==> config.mk <==
export PLATFORM = sky130hd
export DESIGN_NAME = seg7_scan_driver_flat
export DESIGN_NICKNAME = d
export VERILOG_FILES = /design/src/rtl/seg7_scan_driver_if.sv /design/src/rtl/seg7_scan_driver.sv /design/src/flat_wrapper.sv
export SDC_FILE = /design/constraint.sdc
export NUM_CORES = 1
export LEC_CHECK = 0
export BUFFER_PORTS_ARGS = -buffer_cell sky130_fd_sc_hd__clkbuf_2
export CORE_AREA = 2 2 150 79
export DETAILED_ROUTE_END_ITERATION = 10
export DIE_AREA = 0 0 152 81
export HOLD_SLACK_MARGIN = 0.03
export PLACE_DENSITY = 0.56
export SYNTH_ARGS = -nofsm -noshare
export SYNTH_HDL_FRONTEND = slang
export SYNTH_SLANG_ARGS = --single-unit
export TNS_END_PERCENT = 10
==> constraint.sdc <==
create_clock -name clk -period 6.5 [get_ports clk]
set_clock_uncertainty 0.1 [all_clocks]
set_input_delay 0.975 -clock clk [delete_from_list [all_inputs] [get_ports clk]]
set_output_delay 0.975 -clock clk [all_outputs]
set_load 0.01 [all_outputs]
==> src/rtl/seg7_scan_driver_if.sv <==
// Load/ready handshake and frame strobe between a result producer and the 7-segment scan driver.
// The producer holds the master modport; the driver holds the slave modport.
interface seg7_scan_driver_if;
    logic [15:0] data_in;
    logic [3:0]  dp_in;
    logic        load;
    logic        ready;
    logic        frame_done;

    modport master (
        output data_in,
        output dp_in,
        output load,
        input  ready,
        input  frame_done
    );

    modport slave (
        input  data_in,
        input  dp_in,
        input  load,
        output ready,
        output frame_done
    );
endinterface

==> src/rtl/seg7_scan_driver.sv <==
// Four-digit multiplexed 7-segment driver with active-low segments and anodes.
// New values are shadowed and committed only at a frame boundary, so the display never tears.
module seg7_scan_driver #(
    parameter int REFRESH_DIV  = 100000,
    parameter int BLANK_CYCLES = 1000,
    parameter bit LZ_BLANK     = 1'b1
) (
    input  logic               clk,
    input  logic               rst,
    seg7_scan_driver_if.slave  bus,
    output logic [7:0]         segments,
    output logic [3:0]         anodes
);
    localparam int              CW        = (REFRESH_DIV > 2) ? $clog2(REFRESH_DIV) : 1;
    localparam logic [CW-1:0]   DIV_MAX   = CW'(REFRESH_DIV - 1);
    localparam logic [CW-1:0]   BLANK_LIM = CW'(BLANK_CYCLES);

    logic [CW-1:0] div_cnt;
    logic [1:0]    digit_idx;
    logic [15:0]   disp_val;
    logic [3:0]    disp_dp;
    logic [15:0]   pending_val;
    logic [3:0]    pending_dp;
    logic          pending_valid;
    logic          frame_done_r;

    logic          boundary;
    logic [3:0]    cur_nib;
    logic          lz_blank;
    logic          gap_blank;
    logic [7:0]    seg_next;
    logic [3:0]    an_next;

    // Segment pattern for one hex nibble, bits {g,f,e,d,c,b,a}, active-low.
    function automatic logic [6:0] hex_decode(input logic [3:0] nib);
        logic [6:0] s;
        case (nib)
            4'h0:    s = 7'h40;
            4'h1:    s = 7'h79;
            4'h2:    s = 7'h24;
            4'h3:    s = 7'h30;
            4'h4:    s = 7'h19;
            4'h5:    s = 7'h12;
            4'h6:    s = 7'h02;
            4'h7:    s = 7'h78;
            4'h8:    s = 7'h00;
            4'h9:    s = 7'h10;
            4'hA:    s = 7'h08;
            4'hB:    s = 7'h03;
            4'hC:    s = 7'h46;
            4'hD:    s = 7'h21;
            4'hE:    s = 7'h06;
            default: s = 7'h0E;
        endcase
        return s;
    endfunction

    assign boundary = (digit_idx == 2'd3) && (div_cnt == DIV_MAX);
    assign cur_nib  = disp_val[{digit_idx, 2'b00} +: 4];

    // NOTE: every always_comb output gets a default first so no path can infer a latch.
    always_comb begin
        lz_blank = 1'b0;
        if (LZ_BLANK) begin
            case (digit_idx)
                2'd3:    lz_blank = (disp_val[15:12] == 4'h0);
                2'd2:    lz_blank = (disp_val[15:8]  == 8'h00);
                2'd1:    lz_blank = (disp_val[15:4]  == 12'h000);
                default: lz_blank = 1'b0;
            endcase
        end
    end

    // The inter-digit gap lets the previous digit's segments settle before its neighbour lights.
    assign gap_blank = (BLANK_CYCLES > 0) && (div_cnt < BLANK_LIM);

    always_comb begin
        seg_next = 8'hFF;
        an_next  = 4'hF;
        if (!gap_blank && !lz_blank) begin
            an_next  = ~(4'b0001 << digit_idx);
            seg_next = {~disp_dp[digit_idx], hex_decode(cur_nib)};
        end
    end

    // NOTE: sequential state uses non-blocking assignments so every register samples pre-edge values.
    always_ff @(posedge clk) begin
        if (rst) begin
            div_cnt   <= '0;
            digit_idx <= 2'd0;
        end else if (div_cnt == DIV_MAX) begin
            div_cnt   <= '0;
            digit_idx <= digit_idx + 2'd1;
        end else begin
            div_cnt   <= div_cnt + 1'b1;
        end
    end

    // A load coinciding with the boundary bypasses the shadow so the freshest value lands this frame.
    always_ff @(posedge clk) begin
        if (rst) begin
            disp_val      <= 16'h0000;
            disp_dp       <= 4'h0;
            pending_val   <= 16'h0000;
            pending_dp    <= 4'h0;
            pending_valid <= 1'b0;
        end else if (boundary) begin
            if (bus.load) begin
                disp_val <= bus.data_in;
                disp_dp  <= bus.dp_in;
            end else if (pending_valid) begin
                disp_val <= pending_val;
                disp_dp  <= pending_dp;
            end
            pending_valid <= 1'b0;
        end else if (bus.load) begin
            pending_val   <= bus.data_in;
            pending_dp    <= bus.dp_in;
            pending_valid <= 1'b1;
        end
    end

    always_ff @(posedge clk) begin
        if (rst) begin
            segments     <= 8'hFF;
            anodes       <= 4'hF;
            frame_done_r <= 1'b0;
        end else begin
            segments     <= seg_next;
            anodes       <= an_next;
            frame_done_r <= boundary;
        end
    end

    assign bus.ready      = ~pending_valid;
    assign bus.frame_done = frame_done_r;
endmodule

==> src/flat_wrapper.sv <==
// flat-port wrapper written by rule: the top's interface ports become plain ports
module seg7_scan_driver_flat 
#(
    parameter int REFRESH_DIV  = 100000,
    parameter int BLANK_CYCLES = 1000,
    parameter bit LZ_BLANK     = 1'b1
)
  (clk, rst, segments, anodes, bus_data_in, bus_dp_in, bus_load, bus_ready, bus_frame_done);
  seg7_scan_driver_if bus_i ();
  input  logic clk;
  input  logic rst;
  output logic [7:0] segments;
  output logic [3:0] anodes;
  input wire logic [$bits(bus_i.data_in)-1:0] bus_data_in;
  input wire logic [$bits(bus_i.dp_in)-1:0] bus_dp_in;
  input wire logic [$bits(bus_i.load)-1:0] bus_load;
  output wire logic [$bits(bus_i.ready)-1:0] bus_ready;
  output wire logic [$bits(bus_i.frame_done)-1:0] bus_frame_done;
  assign bus_i.data_in = bus_data_in;
  assign bus_i.dp_in = bus_dp_in;
  assign bus_i.load = bus_load;
  assign bus_ready = bus_i.ready;
  assign bus_frame_done = bus_i.frame_done;
  seg7_scan_driver #(.REFRESH_DIV(REFRESH_DIV), .BLANK_CYCLES(BLANK_CYCLES), .LZ_BLANK(LZ_BLANK)) u_core (.clk(clk), .rst(rst), .bus(bus_i), .segments(segments), .anodes(anodes));
endmodule
==> impl_results.md, run 1 <==
* Status: finished clean
* P&R area growth vs syn at 15.5%
* Final Hold Viols at 0
* Yosys Warn Count at 0
* Final Max Tran Viols at 0
* Max FO, Critical Path at 22
* Min Tclk post-route at 3.03 ns
* Die H at 81 µm
* Reg2Reg Capture Point: u_core.pending_dp[3]
* TritonCTS clock tree: yes
* Total I/O pin count at 37
* Required @ worst endpoint at 6.58 ns
* Largest area contributor in the synthesized netlist: dfxtp_1
* Filler Cells Inserted at 1135
* First-pass GRT wire length at 16.8 mm
* Critical path launch point type: flop
* GP Congestion at 0.803
* Max_slew headroom at 28.5%
* RSZ-0062 raised after global routing: no
* Num rows at 28
* Post-CTS setup buffers at 0
* Number of remaining DRC errors at 0
* Via count at 3443
* Synthesized cell area at 0.00378 mm²
* EDFF count, synth at 0
* DR WL/cell at 17.4 µm
* DIE AREA at 0.0123 mm²
* HP Class: flop to flop
* Final layout net count at 489
* Commonest cells in the netlist: dfxtp_1, nand2_1, nor2_1
* Gr ovfl total at 0
* Design Power at 1.05 mW
* Vias in the first global route at 3101
* Post-DP HPWL at 7.11 mm
* # setup viols final at 0
* CTS Root Buffer Type: clkbuf_16
* Static leakage at 1.49 nW
* Via-to-Cell Ratio at 5.65
* Antenna viol nets, final at 0
* Cells on worst reg2reg path at 5
* Port buffer count at 36
* GR Util All Layers at 17.6%
* Clock transition at path regs at 0.06 ns
* Clock Sinks at 73
* Maximum clock rate at 331 MHz
* Main area contributors after synthesis: dfxtp_1, nand2_1, a311oi_1
* Die width at 152 µm
* Worst slew pin tran at 1.07 ns
* DRT Wirelength at 10.6 mm
* Largest net degree at the start of global routing at 88
* Yosys top cell area share at 38.6%
* H-tree depth at 3
* Flop2flop setup slack at 3.47 ns
* Pwr dens at 241 mW/mm²
* Post-cts sizing count at 0
* Synth Area per Inst at 8.59 µm²
* Worst-Skew Late Latency at 0.34 ns
* Crit end category: flop
* Setup TNS at 0 ns
* Synth Flop Type: dfxtp_1
* Max_cap viols at 0
* Worst setup endpoint: u_core.pending_dp[3]
* Sequential area share after synthesis at 38.6%
* Final critical-path share of the clock period at 46.5%
* Initial Utilization at 33.6%
* Critical Path AT at 3.11 ns
* Mapped Cells at 440
* Worst ir drop on vdd at 0.108 mV
* Initial antenna violation count at 0
* Ys async rst share at 0%
* Ratio of cells with drive above 1 in the final layout at 16.1%
* Antenna Cells at 0
* TritonRoute pass-1 iters at 5
* Crit path kind: flop to flop
* Synth unique cells at 45
* Synth Register Bits at 73
* Critical R2R Launch: u_core.div_cnt[0]
* Crit. Startpoint: u_core.div_cnt[0]
* Clock buffer depth at 2
* Hold buffers post-CTS at 0
* Core area at 0.0112 mm²
* Syn Nets at 475
* Count leader, synth: dfxtp_1
* Drt first-iter violations at 355
* CTS buffer count at 9
## layout by cell type (no fill, tap or decap), types with 19 or more instances in the layout
cell,synthesis,routed
nor2_1,40,39
a21oi_1,24,24
nand2b_1,22,22
o311ai_1,19,19
nand2_1,61,61
a31oi_1,19,19
dfxtp_1,73,73
or4_1,22,22
clkbuf_2,2,36
a311oi_1,21,21
## through the flow
step	cells	hold WS, ns	setup slack, ns	utilization, %	instance area (µm²)
global route	609	0.411	3.30	38.8	4370
detailed placement	593	0.356	3.36	36.0	4050
global placement	593	0.344	3.46	36.0	4050
floorplan	440	0.330	4.11	-	3780
finish	609	0.361	3.47	38.8	4370
CTS	609	0.369	3.49	38.8	4370
## per-layer routing
layer	wire (µm)	up-vias	GRT usage (%)
met3	946	10	6.03
met5	0	-	0
met4	100	0	5.70
met1	5700	1629	27.3
li1	-	1661	-
met2	3840	143	21.6
## cells by family after synthesis
family	share of synthesized area (%)
AO/OA/AOI/OAI	19.0
XOR/XNOR	3.94
adder cells (fa/ha/maj)	3.97
buffers and inverters	4.96
flip-flops	38.6
multiplexers	5.03
AND/OR/NAND/NOR	24.5
## flip-flops by register name (all words and copies together), names as in the netlist, 2 cells and up
| register | flops |
|---|---|
| u_core.anodes | 4 |
| u_core.digit_idx | 2 |
| u_core.disp_dp | 4 |
| u_core.disp_val | 16 |
| u_core.div_cnt | 17 |
| u_core.pending_dp | 4 |
| u_core.pending_val | 16 |
| u_core.segments | 8 |
## where the power goes
| part | switching, mW | internal (mW) | leakage [nW] |
|---|---|---|---|
| clock | 0.196 | 0.328 | 0.151 |
| combinational | 0.0385 | 0.0228 | 0.742 |
| sequential | 0.00779 | 0.462 | 0.595 |
## final cells by class
cell class                      count  area (µm²)  share of cell area, %
Clock inverter                      4        50.0                   1.15
Sequential cell                    73        1460                   33.5
Clock buffer                       12         267                   6.10
Tap cell                          150         188                   4.30
Inverter                            7        26.3                  0.602
Multi-Input combinational cell    320        2140                   49.1
Timing Repair Buffer               43         233                   5.33
## worst min-delay path by stage
stage,from,end,slack (ns),cells past startpoint
after floorplan,u_core.div_cnt[0],u_core.div_cnt[0],0.33,1
after global placement,u_core.div_cnt[0],u_core.div_cnt[0],0.34,1
after detailed placement,u_core.div_cnt[0],u_core.div_cnt[0],0.36,1
after CTS,u_core.div_cnt[0],u_core.div_cnt[0],0.37,1
after global routing,u_core.div_cnt[0],u_core.div_cnt[0],0.41,1
final,u_core.div_cnt[0],u_core.div_cnt[0],0.36,1
## worst max-delay path: stages, from the launching register on
cell,delay [ns]
dfxtp_1,0.36
ha_1,0.24
and4_1,0.35
nand2_1,0.53
nor2_2,1.03
o311ai_0,0.24
Note: power is estimated with default switching activity, not from simulation.
==> run 2, diff against run 1 <==
Settings changed: PLACE_DENSITY 0.56 to 0.58.
Clock period 6.5 ns to 2.7 ns, I/O delays scaled along.
==> run 2 against run 1 <==
Via count increased by 1.8%. Die area did not move. Count of clock-buffer cells in the layout decreased by 1. Hold slack worse by 0.14 ns.
==> impl_results.md, run 2 (synthesis results as in run 1) <==
* Status: finished clean
* Crit path kind: flop to flop
* Critical Path AT at 2.59 ns (-0.52 ns)
* Commonest non-fill, non-tap cell in the layout: dfxtp_1
* # setup viols final at 0 (unchanged)
* Total I/O pin count at 37 (unchanged)
* Final Max Tran Viols at 0 (unchanged)
* Post-CTS setup buffers at 0 (unchanged)
* Power share of the clock group at 48.2% (-1.5 points)
* Ratio of cells with drive above 1 in the final layout at 17.1% (+1.0 points)
* Final layout net count at 497 (+1.6%)
* Power share of the combinational group at 6.0% (+0.2 points)
* Largest net degree at the start of global routing at 57 (-35%)
* Static leakage at 1.52 nW (+2.4%)
* TritonRoute pass-1 iters at 5 (unchanged)
* Post-DP HPWL at 7.30 mm (+2.7%)
* Port buffer count at 36 (unchanged)
* Post-cts sizing count at 0 (unchanged)
* Flop pwr share at 45.8% (+1.3 points)
* Slowest cell on the critical path: or4_4
* Worst slew pin tran at 0.538 ns (-0.533 ns)
* Cell family with most CP delay: simple AND/OR/NAND/NOR gates
* Hold buffers post-CTS at 0 (unchanged)
* Clock Sinks at 73 (unchanged)
* H-tree depth at 3 (unchanged)
* Biggest register: u_core.div_cnt
* DIE AREA at 0.0123 mm² (unchanged)
* Cell internal pwr at 1.91 mW (+130%)
* Die H at 81 µm (unchanged)
* GR Util All Layers at 17.7% (+0.095 points)
* Die width at 152 µm (unchanged)
* Setup slack after layout at 0.238 ns (-3.24 ns)
* Final critical-path share of the clock period at 91.2% (+45 points)
* Clock transition at path regs at 0.06 ns (about the same)
* Buf/Inv on CP at 0 (unchanged)
* Worst ir drop on vdd at 0.275 mV (+160%)
* RSZ-0062 raised after global routing: no
* Vias in the first global route at 3212 (+3.6%)
* Number of remaining DRC errors at 0 (unchanged)
* DRT Wirelength at 10.4 mm (-2.0%)
* Initial antenna violation count at 0 (unchanged)
* Antenna Cells at 0 (unchanged)
* HP Class: input pin to flop
* Via count at 3505 (+1.8%)
* Drt first-iter violations at 352 (-0.85%)
* Antenna viol nets, final at 0 (unchanged)
* Worst-Skew Late Latency at 0.33 ns (about the same)
* CP max stage delay at 0.69 ns (-0.34 ns)
* Biggest regs: u_core.div_cnt: 17 flops, u_core.disp_val: 16 flops, u_core.pending_val: 16 flops
* Switching part of the total at 22.7% (-0.22 points)
* Final Hold Viols at 0 (unchanged)
* Crit path top cell by count: or4_4
* Filler Cells Inserted at 1149 (+1.2%)
* Max_slew headroom at 64.1% (+36 points)
* Via-to-Cell Ratio at 5.68 (+0.48%)
* Crit end category: flop
* First-pass GRT wire length at 17.0 mm (+1.2%)
* Pre-CTS WS at 0.256 ns (-3.10 ns)
* Min Tclk post-route at 2.46 ns (-0.563 ns)
* Core area at 0.0112 mm² (unchanged)
* Pwr dens at 558 mW/mm² (+130%)
* Max reg flops at 17 (unchanged)
* DR WL/cell at 16.8 µm (-3.3%)
* GP Congestion at 0.786 (-2.1%)
* Gr ovfl total at 0 (unchanged)
* CTS Root Buffer Type: clkbuf_16
* Required @ worst endpoint at 2.83 ns (-3.75 ns)
* Maximum clock rate at 406 MHz (+23%)
* Critical path cell sequence: or4_4 > or4_4 > or4_1 > o311ai_1
* Commonest cells after routing, fill and taps aside: dfxtp_1, nand2_1, nor2_1, clkbuf_2, a21oi_1
* Critical path launch point type: flop
* TritonCTS clock tree: yes
* Max FO, Critical Path at 22 (unchanged)
* Sw power at 561 µW (+130%)
* Initial Utilization at 33.6% (unchanged)
* Clock buffer depth at 2 (unchanged)
* CTS buffer count at 9 (unchanged)
* P&R area growth vs syn at 16.9%
* Max_cap viols at 0 (unchanged)
* Num rows at 28 (unchanged)
* Setup TNS at 0 ns (unchanged)
run 2: changes by cell type in the layout (fill, tap and decap cells not counted), sizes merged:
cell | before | now
buf | 7 | 15
clkinv | 1 | 2
clkbuf | 48 | 47
run 2: through the flow:
step                      std cells  instance area, µm²  util [%]  power, mW  hold WS, ns
after detailed placement        601                4120      36.6       1.30        0.356
after floorplan                 440                3780         -       1.25        0.330
final                           617                4420      39.3       2.47        0.221
after global routing            617                4420      39.3       2.57        0.233
after global placement          601                4120      36.6       1.30        0.341
after CTS                       617                4420      39.3       2.49        0.213
run 2: area by class of cell:
cell class                      count  area (µm²)  area share, %
Tap cell                          150         188           4.25
Sequential cell                    73        1460           33.1
Clock inverter                      5        55.1           1.25
Timing Repair Buffer               51         305           6.91
Inverter                            7        26.3          0.595
Multi-Input combinational cell    320        2140           48.4
Clock buffer                       11         243           5.49
run 2: routing by layer:
| metal | wire length [µm] | vias to the layer above | global-route usage (%) | part of all wire (%) |
|---|---|---|---|---|
| met5 | 0 | - | 0 | 0 |
| met4 | 135 | 0 | 6.07 | 1.3 |
| met3 | 925 | 13 | 5.02 | 8.9 |
| met2 | 3810 | 165 | 22.3 | 37 |
| met1 | 5500 | 1649 | 27.6 | 53 |
| li1 | - | 1678 | - | - |
run 2: tightest hold or removal path, delay by kind of cell:
kind            cells  cell delay, ns
compound gates      2            0.13
buf+inv             1            0.09
run 2: worst paths after layout:
kind                       from                      to  slack, ns  depth (start not counted)
max          u_core.div_cnt[14]    u_core.pending_dp[2]       0.24                          4
min             bus_data_in[15]  u_core.pending_val[15]       0.22                          3
max reg2reg  u_core.div_cnt[14]    u_core.pending_dp[2]       0.24                          4
min reg2reg   u_core.div_cnt[0]       u_core.div_cnt[0]       0.36                          1
run 2: power groups by stage:
stage | combinational (mW) | clock, mW | sequential [mW]
final | 0.148 | 1.19 | 1.13
after global routing | 0.166 | 1.27 | 1.13
after CTS | 0.147 | 1.21 | 1.13
after detailed placement | 0.146 | 0 | 1.15
after global placement | 0.143 | 0 | 1.15
after floorplan | 0.0988 | 0 | 1.15
==> run 3, diff against run 2 <==
Settings changed: PLACE_DENSITY 0.58 to 0.56.
Clock period 2.7 ns to 2.8 ns, I/O delays scaled along.
==> run 3 against run 2 <==
Fmax is essentially flat. First-iteration DRC count shrank 5.7%. Largest power group unchanged. Hold slack improved by 0.0073 ns. Combinational power down 4%. Final cell count down 0.16%. Register-to-register slack better by 0.10 ns. Utilization about the same. Critical endpoint is now u_core.pending_val[2]. Total power down 2.3%.
==> impl_results.md, run 3 (synthesis results as in run 1) <==
* CTS Root Buffer Type: clkbuf_16
* Final Max Tran Viols at 0 (unchanged)
* Vias in the first global route at 3125 (-2.7%)
* RSZ-0062 raised after global routing: no
* Post-cts sizing count at 0 (unchanged)
* Setup TNS at 0 ns (unchanged)
* Number of remaining DRC errors at 0 (unchanged)
* Static leakage at 1.52 nW (about the same)
* Commonest cells after routing, fill and taps aside: dfxtp_1, nand2_1, nor2_1, clkbuf_2, a21oi_1
* Num rows at 28 (unchanged)
* Clock transition at path regs at 0.06 ns (about the same)
* Initial antenna violation count at 0 (unchanged)
* Port buffer count at 36 (unchanged)
* Post-DP HPWL at 7.16 mm (-1.9%)
* Die width at 152 µm (unchanged)
* Maximum clock rate at 406 MHz (about the same)
* Final layout net count at 496 (-0.20%)
* HP Start: bus_data_in[8]
* Required @ worst endpoint at 2.94 ns (+0.11 ns)
* Antenna Cells at 0 (unchanged)
* HP Class: input pin to flop
* Pwr dens at 546 mW/mm² (-2.3%)
* Status: finished clean
* Clock Sinks at 73 (unchanged)
* Crit end category: flop
* Max_slew headroom at 33.2% (-31 points)
* TritonRoute pass-1 iters at 5 (unchanged)
* Core area at 0.0112 mm² (unchanged)
* Final core utilization at 39.3% (about the same)
* Commonest non-fill, non-tap cell in the layout: dfxtp_1
* First-pass GRT wire length at 16.7 mm (-1.9%)
* Worst-Skew Late Latency at 0.34 ns (about the same)
* Worst slew pin tran at 0.998 ns (+0.460 ns)
* Flop2flop setup slack at 0.34 ns (+0.10 ns)
* Filler Cells Inserted at 1145 (-0.35%)
* DRT Wirelength at 10.2 mm (-1.6%)
* Critical path launch point type: flop
* P&R area growth vs syn at 16.9% (about the same)
* Worst ir drop on vdd at 0.243 mV (-12%)
* Via count at 3374 (-3.7%)
* Reg2Reg Capture Point: u_core.pending_val[2]
* Via-to-Cell Ratio at 5.48 (-3.6%)
* # setup viols final at 0 (unchanged)
* DIE AREA at 0.0123 mm² (unchanged)
* TritonCTS clock tree: yes
* Clock buffer depth at 2 (unchanged)
* Initial Utilization at 33.6% (unchanged)
* Min Tclk post-route at 2.46 ns (-0.00155 ns)
* Max reg flops at 17 (unchanged)
* Ratio of cells with drive above 1 in the final layout at 17.2% (+0.037 points)
* Die H at 81 µm (unchanged)
* GR Util All Layers at 17.5% (-0.21 points)
* Design Power at 2.41 mW (-2.3%)
* Post-CTS setup buffers at 0 (unchanged)
* Cells on worst reg2reg path at 4 (unchanged)
* Largest net degree at the start of global routing at 87 (+53%)
* Antenna viol nets, final at 0 (unchanged)
* DR WL/cell at 16.6 µm (-1.4%)
* Final Hold Viols at 0 (unchanged)
* Crit path kind: flop to flop
* Biggest regs: u_core.div_cnt: 17 flops, u_core.disp_val: 16 flops, u_core.pending_val: 16 flops
* Crit. Startpoint: u_core.div_cnt[14]
* Final critical-path share of the clock period at 87.9% (-3.3 points)
* Hold buffers post-CTS at 0 (unchanged)
* GP Congestion at 0.787 (about the same)
* Critical R2R Launch: u_core.div_cnt[14]
* Max FO, Critical Path at 22 (unchanged)
* Critical Path AT at 2.60 ns (about the same)
* CTS buffer count at 9 (unchanged)
* H-tree depth at 3 (unchanged)
* Drt first-iter violations at 332 (-5.7%)
* Gr ovfl total at 0 (unchanged)
* Total I/O pin count at 37 (unchanged)
* Max_cap viols at 0 (unchanged)
* Worst setup endpoint: u_core.pending_val[2]
* Biggest register: u_core.div_cnt
run 3: metal layers:
layer,vias to the layer above,part of all wire [%],global-route usage (%)
met5,-,0,0
met4,0,0.89,4.30
met3,8,7.0,5.50
met2,112,37,23.0
met1,1578,55,26.8
li1,1676,-,-
run 3: worst min path at each step:
stage | end | slack, ns | cells past startpoint
finish | u_core.pending_val[8] | 0.23 | 3
global route | u_core.pending_val[8] | 0.23 | 3
CTS | u_core.pending_val[8] | 0.22 | 3
detailed placement | u_core.div_cnt[0] | 0.35 | 1
global placement | u_core.div_cnt[0] | 0.35 | 1
floorplan | u_core.div_cnt[0] | 0.33 | 1
run 3: worst max-delay path, cell delays in order (launching register included):
cell,delay [ns]
dfxtp_1,0.34
or4_4,0.58
or4_4,0.68
or4_1,0.54
o311ai_1,0.12
run 3: area by class of cell:
class,count,area [µm²],area share (%)
multi-input cells,320,2140,48.4
clock inverters,6,67.6,1.53
flip-flops and latches,73,1460,33.1
clock buffers,10,239,5.41
inverters,7,26.3,0.594
well taps,150,188,4.25
repair buffers,50,298,6.74
run 3: metrics by stage:
| step | std cells | instance area [µm²] | hold WS (ns) | setup WS (ns) |
|---|---|---|---|---|
| finish | 616 | 4420 | 0.229 | 0.339 |
| global route | 616 | 4420 | 0.232 | 0.181 |
| CTS | 616 | 4420 | 0.220 | 0.330 |
| detailed placement | 600 | 4110 | 0.355 | 0.346 |
| global placement | 600 | 4110 | 0.349 | 0.394 |
| floorplan | 440 | 3780 | 0.330 | 0.409 |
run 3: report_power, final:
| group | switching [mW] | internal, mW | total [mW] |
|---|---|---|---|
| clock network | 0.464 | 0.715 | 1.18 |
| registers | 0.0190 | 1.07 | 1.09 |
| logic | 0.0866 | 0.0550 | 0.142 |
| total | 0.570 | 1.84 | 2.41 |
